===== src/rtl/bloom_filter_if.sv =====
// Request/response channel of the Bloom filter engine: one multi-hash request
// in, one hit/miss pulse out.
interface bloom_filter_if #(
    parameter int ADDR_W   = 10,
    parameter int NUM_HASH = 2
);
    logic [NUM_HASH*ADDR_W-1:0] hash_in;
    logic                       req_op;
    logic                       req_valid;
    logic                       req_ready;
    logic                       resp_valid;
    logic                       resp_hit;

    modport master (
        output hash_in, req_op, req_valid,
        input  req_ready, resp_valid, resp_hit
    );

    modport slave (
        input  hash_in, req_op, req_valid,
        output req_ready, resp_valid, resp_hit
    );
endinterface


===== src/rtl/bloom_filter_engine.sv =====
// Bit-table Bloom filter: queries and inserts walk the hash indices one per
// cycle; a clear sweeps the table one 32-bit word per cycle.
module bloom_filter_engine #(
    parameter int                    ADDR_W     = 10,
    parameter int                    NUM_HASH   = 2,
    parameter logic [2**ADDR_W-1:0]  INIT_TABLE = ((2**ADDR_W)'(1) << 101) |
                                                  ((2**ADDR_W)'(1) << 165) |
                                                  ((2**ADDR_W)'(1) << 244) |
                                                  ((2**ADDR_W)'(1) << 471)
) (
    input  logic          clk,
    input  logic          rst_n,
    bloom_filter_if.slave bus,
    input  logic          clear_start,
    output logic          clear_done,
    output logic          busy,
    output logic [15:0]   insert_count
);
    localparam int TBL_BITS = 2**ADDR_W;
    localparam int WORDS    = TBL_BITS / 32;
    localparam int WW       = (WORDS > 1) ? $clog2(WORDS) : 1;
    localparam int IW       = (NUM_HASH > 1) ? $clog2(NUM_HASH) : 1;

    typedef enum logic [2:0] {IDLE, CHECK, SET, RESP, CLEAR} state_t;

    state_t                     state_q, state_d;
    logic [TBL_BITS-1:0]        table_q;
    logic [NUM_HASH*ADDR_W-1:0] hash_q;
    logic [IW-1:0]              idx_q;
    logic [WW-1:0]              word_q;
    logic                       all_set_q;
    logic                       resp_hit_q;
    logic [15:0]                count_q;

    logic [ADDR_W-1:0]          cur_addr;
    logic                       cur_bit;
    logic                       last_idx;
    logic                       last_word;
    logic                       ins_hit;

    always_comb begin
        cur_addr = '0;
        for (int i = 0; i < NUM_HASH; i++)
            if (idx_q == IW'(i)) cur_addr = hash_q[i*ADDR_W +: ADDR_W];
    end

    assign cur_bit   = table_q[cur_addr];
    assign last_idx  = (idx_q == IW'(NUM_HASH - 1));
    assign last_word = (word_q == WW'(WORDS - 1));
    // An insert only hits if every visited bit was already one, including this one.
    assign ins_hit   = all_set_q & cur_bit;

    // NOTE: every output and next state gets a default first, so no path
    // through the case can leave a latch behind.
    always_comb begin
        state_d        = state_q;
        bus.req_ready  = (state_q == IDLE) && !clear_start;
        bus.resp_valid = (state_q == RESP);
        bus.resp_hit   = resp_hit_q;
        clear_done     = (state_q == CLEAR) && last_word;
        busy           = (state_q != IDLE);
        insert_count   = count_q;
        case (state_q)
            IDLE:    if (clear_start)        state_d = CLEAR;
                     else if (bus.req_valid) state_d = bus.req_op ? SET : CHECK;
            CHECK:   if (!cur_bit || last_idx) state_d = RESP;
            SET:     if (last_idx)  state_d = RESP;
            RESP:    state_d = IDLE;
            CLEAR:   if (last_word) state_d = IDLE;
            default: state_d = IDLE;
        endcase
    end

    // NOTE: sequential state uses <= so every flop samples pre-edge values and
    // the order of statements below does not matter.
    always_ff @(posedge clk) begin
        if (!rst_n) begin
            state_q    <= IDLE;
            // NOTE: the table is a flop array rather than a RAM precisely so
            // that it can take its image on reset.
            table_q    <= INIT_TABLE;
            hash_q     <= '0;
            idx_q      <= '0;
            word_q     <= '0;
            all_set_q  <= 1'b1;
            resp_hit_q <= 1'b0;
            count_q    <= '0;
        end else begin
            state_q <= state_d;
            case (state_q)
                IDLE: begin
                    idx_q     <= '0;
                    word_q    <= '0;
                    all_set_q <= 1'b1;
                    if (!clear_start && bus.req_valid) hash_q <= bus.hash_in;
                end
                CHECK: begin
                    idx_q <= idx_q + IW'(1);
                    if (!cur_bit || last_idx) resp_hit_q <= cur_bit;
                end
                SET: begin
                    table_q[cur_addr] <= 1'b1;
                    all_set_q         <= ins_hit;
                    idx_q             <= idx_q + IW'(1);
                    if (last_idx) begin
                        resp_hit_q <= ins_hit;
                        if (!ins_hit && count_q != 16'hFFFF) count_q <= count_q + 16'd1;
                    end
                end
                CLEAR: begin
                    for (int w = 0; w < WORDS; w++)
                        if (word_q == WW'(w)) table_q[w*32 +: 32] <= '0;
                    word_q <= word_q + WW'(1);
                    if (last_word) count_q <= '0;
                end
                default: ;
            endcase
        end
    end
endmodule


===== src/flat_wrapper.sv =====
// flat-port wrapper written by rule: the top's interface ports become plain ports
module bloom_filter_engine_flat 
#(
    parameter int                    ADDR_W     = 10,
    parameter int                    NUM_HASH   = 2,
    parameter logic [2**ADDR_W-1:0]  INIT_TABLE = ((2**ADDR_W)'(1) << 101) |
                                                  ((2**ADDR_W)'(1) << 165) |
                                                  ((2**ADDR_W)'(1) << 244) |
                                                  ((2**ADDR_W)'(1) << 471)
)
  (clk, rst_n, clear_start, clear_done, busy, insert_count, bus_hash_in, bus_req_op, bus_req_valid, bus_req_ready, bus_resp_valid, bus_resp_hit);
  bloom_filter_if #(.ADDR_W(ADDR_W), .NUM_HASH(NUM_HASH)) bus_i ();
  input  logic clk;
  input  logic rst_n;
  input  logic clear_start;
  output logic clear_done;
  output logic busy;
  output logic [15:0] insert_count;
  input wire logic [$bits(bus_i.hash_in)-1:0] bus_hash_in;
  input wire logic [$bits(bus_i.req_op)-1:0] bus_req_op;
  input wire logic [$bits(bus_i.req_valid)-1:0] bus_req_valid;
  output wire logic [$bits(bus_i.req_ready)-1:0] bus_req_ready;
  output wire logic [$bits(bus_i.resp_valid)-1:0] bus_resp_valid;
  output wire logic [$bits(bus_i.resp_hit)-1:0] bus_resp_hit;
  assign bus_i.hash_in = bus_hash_in;
  assign bus_i.req_op = bus_req_op;
  assign bus_i.req_valid = bus_req_valid;
  assign bus_req_ready = bus_i.req_ready;
  assign bus_resp_valid = bus_i.resp_valid;
  assign bus_resp_hit = bus_i.resp_hit;
  bloom_filter_engine #(.ADDR_W(ADDR_W), .NUM_HASH(NUM_HASH), .INIT_TABLE(INIT_TABLE)) u_core (.clk(clk), .rst_n(rst_n), .bus(bus_i), .clear_start(clear_start), .clear_done(clear_done), .busy(busy), .insert_count(insert_count));
endmodule

===== config.mk =====
export PLATFORM = sky130hd
export DESIGN_NAME = bloom_filter_engine_flat
export DESIGN_NICKNAME = d
export VERILOG_FILES = /design/src/rtl/bloom_filter_if.sv /design/src/rtl/bloom_filter_engine.sv /design/src/flat_wrapper.sv
export SDC_FILE = /design/constraint.sdc
export NUM_CORES = 2
export LEC_CHECK = 0
export BUFFER_PORTS_ARGS = -buffer_cell sky130_fd_sc_hd__buf_2
export CORE_MARGIN = 10
export CORE_UTILIZATION = 63
export DETAILED_ROUTE_END_ITERATION = 6
export GPL_TIMING_DRIVEN = 0
export PLACE_DENSITY = 0.83
export REMOVE_ABC_BUFFERS = 1
export SKIP_CTS_REPAIR_TIMING = 1
export SLEW_MARGIN = 25
export SYNTH_ARGS = -nofsm -noshare
export SYNTH_HDL_FRONTEND = slang
export SYNTH_SLANG_ARGS = --single-unit

===== constraint.sdc =====
create_clock -name clk -period 3.6 [get_ports clk]
set_input_delay 0.18 -clock clk [delete_from_list [all_inputs] [get_ports clk]]
set_output_delay 0.18 -clock clk [all_outputs]
set_load 0.01 [all_outputs]

==> impl_metrics.json, run 1 <==
{
  "avgSynthCellArea_um2": 8.17,
  "ys_warn_count": 0,
  "firstError": "[ERROR GRT-0232] Routing congestion too high. Check the congestion heatmap in the GUI.",
  "synth-xor-area-share": 0.000204,
  "cts_buffer_depth": 3,
  "grt_max_degree": 90,
  "htreeDepth": 3,
  "hpwl_um": 94400,
  "synth_edf_count": 0,
  "dieWidth_um": 281,
  "ys_seq_elements": 1071,
  "dpl-instance-area_um2": 46100,
  "clock-sinks": 1071,
  "io_buffers": 45,
  "die_h_um": 281,
  "yosys.area.top_type_share": 0.500,
  "yosysTopAreaCell": "dfxtp_1",
  "status": "aborted with a tool error",
  "synthFlopType": "dfxtp_1",
  "synthMuxAreaShare": 0.0744,
  "cts_buffers": 99,
  "place_inst": 5847,
  "worst_endpoint": "u_core.insert_count[12]$_SDFFE_PN0P_/D",
  "syn-cell-area_um2": 42800,
  "worst-ep-kind": "sequential cell input",
  "synth_area_leaders": "dfxtp_1, a21oi_1, nor2_1, nand2_1, mux2i_1",
  "ys_types": 70,
  "yosys.area_share.simple": 0.193,
  "async_flop_share": 0,
  "num_io_pins": 46,
  "haltStage": "global routing",
  "num_rows": 95,
  "place.gp.congestion": 0.853,
  "root_buffer": "clkbuf_16",
  "synth_compound_area_frac": 0.181,
  "synth_top_family_by_area": "simple AND/OR/NAND/NOR gates",
  "initial_utilization": 0.637,
  "syn_inst": 5247,
  "grt_overflow": 102,
  "synthAdderAreaFrac": 0.00204,
  "synth-seq-area-share": 0.500,
  "grt.total_usage": 0.657,
  "dpl_worst_slack_ps": -2010
}
==> metrics by stage <==
stage	hold WS, ps	util
after floorplan	242	-
after global placement	440	0.626
after detailed placement	444	0.686
after CTS	-241	0.736
==> cells by family after synthesis <==
kind of cell             Yosys count
AO/OA/AOI/OAI                   1380
XOR/XNOR                           1
adder cells (fa/ha/maj)            7
buffers and inverters            481
flip-flops                      1071
multiplexers                     275
AND/OR/NAND/NOR                 2032
==> synthesized netlist by cell type, drive strengths merged (32+ instances only) <==
| library cell | number |
|---|---|
| buf | 121 |
| nor2 | 1082 |
| mux4 | 32 |
| a21oi | 1091 |
| dfxtp | 1071 |
| a32oi | 100 |
| nand4 | 42 |
| a211oi | 32 |
| clkbuf | 345 |
| nand3 | 158 |
| nand2 | 650 |
| mux2i | 230 |
==> per-layer routing <==
layer	track usage	overflow
met3	0.591	15
met1	0.661	23
met5	0.478	7
met2	0.766	21
met4	0.556	36
==> inputs of run 2 (changes only) <==
--- a/config.mk
+++ b/config.mk
@@ -7,10 +7,10 @@
 export LEC_CHECK = 0
 export BUFFER_PORTS_ARGS = -buffer_cell sky130_fd_sc_hd__buf_2
 export CORE_MARGIN = 10
-export CORE_UTILIZATION = 63
+export CORE_UTILIZATION = 40
 export DETAILED_ROUTE_END_ITERATION = 6
 export GPL_TIMING_DRIVEN = 0
-export PLACE_DENSITY = 0.83
+export PLACE_DENSITY_LB_ADDON = 0.15
 export REMOVE_ABC_BUFFERS = 1
 export SKIP_CTS_REPAIR_TIMING = 1
 export SLEW_MARGIN = 25
==> run 2 against run 1 <==
  * The flow now finishes, with violations (design-rule violations, negative setup slack)
  * Synthesized cell count did not move
  * Area after synthesis did not move
==> impl_metrics.json, run 2 <==
{
  "viasPerCell": 5.77,
  "required_ps": 4170,
  "initialDrtViolationCount": 4583,
  "max-vdd-ir-drop_uv": 374,
  "leakage_nw": 18.7,
  "whs_ps": 83.2,
  "cp_slowest_cell": "or4_4",
  "synth_top_family_by_area": "simple AND/OR/NAND/NOR gates",
  "synthTopCellsByCount": "a21oi_1, nor2_1, dfxtp_1, nand2_1, clkbuf_1",
  "layout-drive-gt1-share": 0.139,
  "nets": 5278,
  "final_common_cell": "a21oi_1",
  "dieArea_um2": 121000,
  "synthFlopType": "dfxtp_1",
  "synthAdderAreaFrac": 0.00204,
  "root_buffer": "clkbuf_16",
  "num_rows": 120,
  "worstSetupPathType": "register to register",
  "avgSynthCellArea_um2": 8.17,
  "dpl-instance-area_um2": 47600,
  "dr.pass1.iters": 7,
  "clock-sinks": 1071,
  "synth-seq-area-share": 0.500,
  "die_h_um": 347,
  "yosys.area.top_type_share": 0.500,
  "wl_per_cell_um": 23.9,
  "fin_skew_ps": 21.9,
  "largest_register": "u_core.table_q",
  "cts_tree": "built",
  "period_needed_ps": 4340,
  "antenna_found_initial": 0,
  "status": "complete, but fails checks",
  "grt_pass1_vias": 34598,
  "slew_headroom": 0.318,
  "worstHoldPathType": "input pin to register",
  "clk_latency_ps": 710,
  "yosys.area_share.simple": 0.193,
  "grt_setup_unrepaired": "yes",
  "synthMuxAreaShare": 0.0744,
  "power_density_nw_per_um2": 584,
  "dieWidth_um": 347,
  "largest_reg_flops": 1024,
  "grt_pass1_wl_um": 228000,
  "synth_compound_area_frac": 0.181,
  "syn-cell-area_um2": 42800,
  "place.gp.congestion": 0.779,
  "initial_utilization": 0.401,
  "maxCapViolations": 0,
  "final_area_um2": 53200,
  "async_flop_share": 0,
  "critPathLaunchType": "register",
  "syn_inst": 5247,
  "drt-total-wl_um": 161000,
  "slew_viol_final": 0,
  "synth_edf_count": 0,
  "worst_pin_slew_ps": 1020,
  "instances_no_fill": 6741,
  "hpwl_um": 101000,
  "violations": "design-rule violations, negative setup slack",
  "setup_slack_ps": -737,
  "cts_buffer_depth": 3,
  "crit_arrival_ps": 4910,
  "cp-end-kind": "register",
  "grt_overflow": 0,
  "ys_warn_count": 0,
  "cts_buffers": 112,
  "yosysMostFrequentCell": "a21oi_1",
  "ant_nets": 0,
  "critical_path.most_common_cell": "buf_16",
  "place_inst": 6408,
  "io_buffers": 45,
  "grt.total_usage": 0.246,
  "ys_seq_elements": 1071,
  "coreArea_um2": 107000,
  "worstPathCellList": "mux2i_4, buf_12, buf_16, buf_16, buf_16, buf_16, buf_16, buf_16, buf_6, nand2_2, nand3_2, a21oi_2, or4_4, o31a_1, nor4_4, o211ai_4, o21ai_4, clkbuf_16, or4_4, a21oi_2",
  "yosysTopAreaCell": "dfxtp_1",
  "grt_max_degree": 82,
  "slowest_delay_ps": 560,
  "ys_types": 70,
  "period_share": 1.20,
  "clkTransAtPathRegs_ps": 60,
  "layout_common_cells": "a21oi_1, dfxtp_1, nor2_1, nand2_1, mux2i_1",
  "hold_violations": 0,
  "synth-xor-area-share": 0.000204,
  "syn_to_final_growth_pct": 24.2,
  "num_io_pins": 46,
  "finalSetupViolCount": 19,
  "fmax_ghz": 0.231,
  "crit_fanout": 8,
  "htreeDepth": 3,
  "synth_area_leaders": "dfxtp_1, a21oi_1, nor2_1, nand2_1, mux2i_1",
  "num_vias": 38906,
  "drcViolationCount": 3
}
## run 2: area by class of cell
type | count | area, um^2
clock buffer | 172 | 3400
clock inverter | 33 | 404
inverter | 15 | 56.3
sequential | 1071 | 21400
antenna | 1 | 2.50
timing repair buffer | 348 | 5460
tap | 1403 | 1760
multi-input combinational | 3698 | 20700
fill | 9926 | 53500
## run 2: cell families after synthesis
family / Yosys count
AOI/OAI and AO/OA: 1380
xor gates and xnor gates: 1
buffers and inverters: 481
and+or+nand+nor: 2032
muxes: 275
DFF: 1071
adders and majority gates: 7
## run 2: routing by layer
metal	share of wire	track usage
met1	0.45	0.353
met2	0.44	0.372
met3	0.083	0.0362
met4	0.033	0.0859
met5	0	0
## run 2: metrics by stage
stage / total power [W] / util / TNS (ps) / worst slack, ps
after global placement: 0.0171 / 0.401 / - / -26630
final: 0.0311 / 0.498 / -12450 / -737
after detailed placement: 0.0182 / 0.446 / -397090 / -2900
after CTS: 0.0301 / 0.481 / -405750 / -2980
after floorplan: 0.0152 / - / - / -11950
after global routing: 0.0319 / 0.498 / -15450 / -888
## run 2: path summary, 6_finish.rpt
path	from	endpoint	slack, ps	depth (start not counted)
worst max-delay path	u_core.idx_q$_SDFFE_PN0P_	u_core.insert_count[14]$_SDFFE_PN0P_	-740	20
worst min-delay path	bus_req_valid	u_core.state_q[1]$_SDFFE_PN0P_	80	5
worst max register to register	u_core.idx_q$_SDFFE_PN0P_	u_core.insert_count[14]$_SDFFE_PN0P_	-740	20
worst min register to register	u_core.table_q[2]$_SDFFE_PN0P_	u_core.table_q[2]$_SDFFE_PN0P_	460	2
## run 2: power breakdown
group / total, W / internal (W) / switching [W]
Combinational: 0.00697 / 0.00246 / 0.00451
Clock: 0.0120 / 0.00712 / 0.00493
Sequential: 0.0121 / 0.0119 / 0.000146
## run 2: worst max-delay path: cells and delay by family, from the launching register on
family | cells | cell delay (ps)
compound gates | 5 | 960
buf+inv | 9 | 1220
flops | 1 | 420
mux | 1 | 320
simple gates | 5 | 1230
No activity file was read; power rests on OpenSTA's default activity.
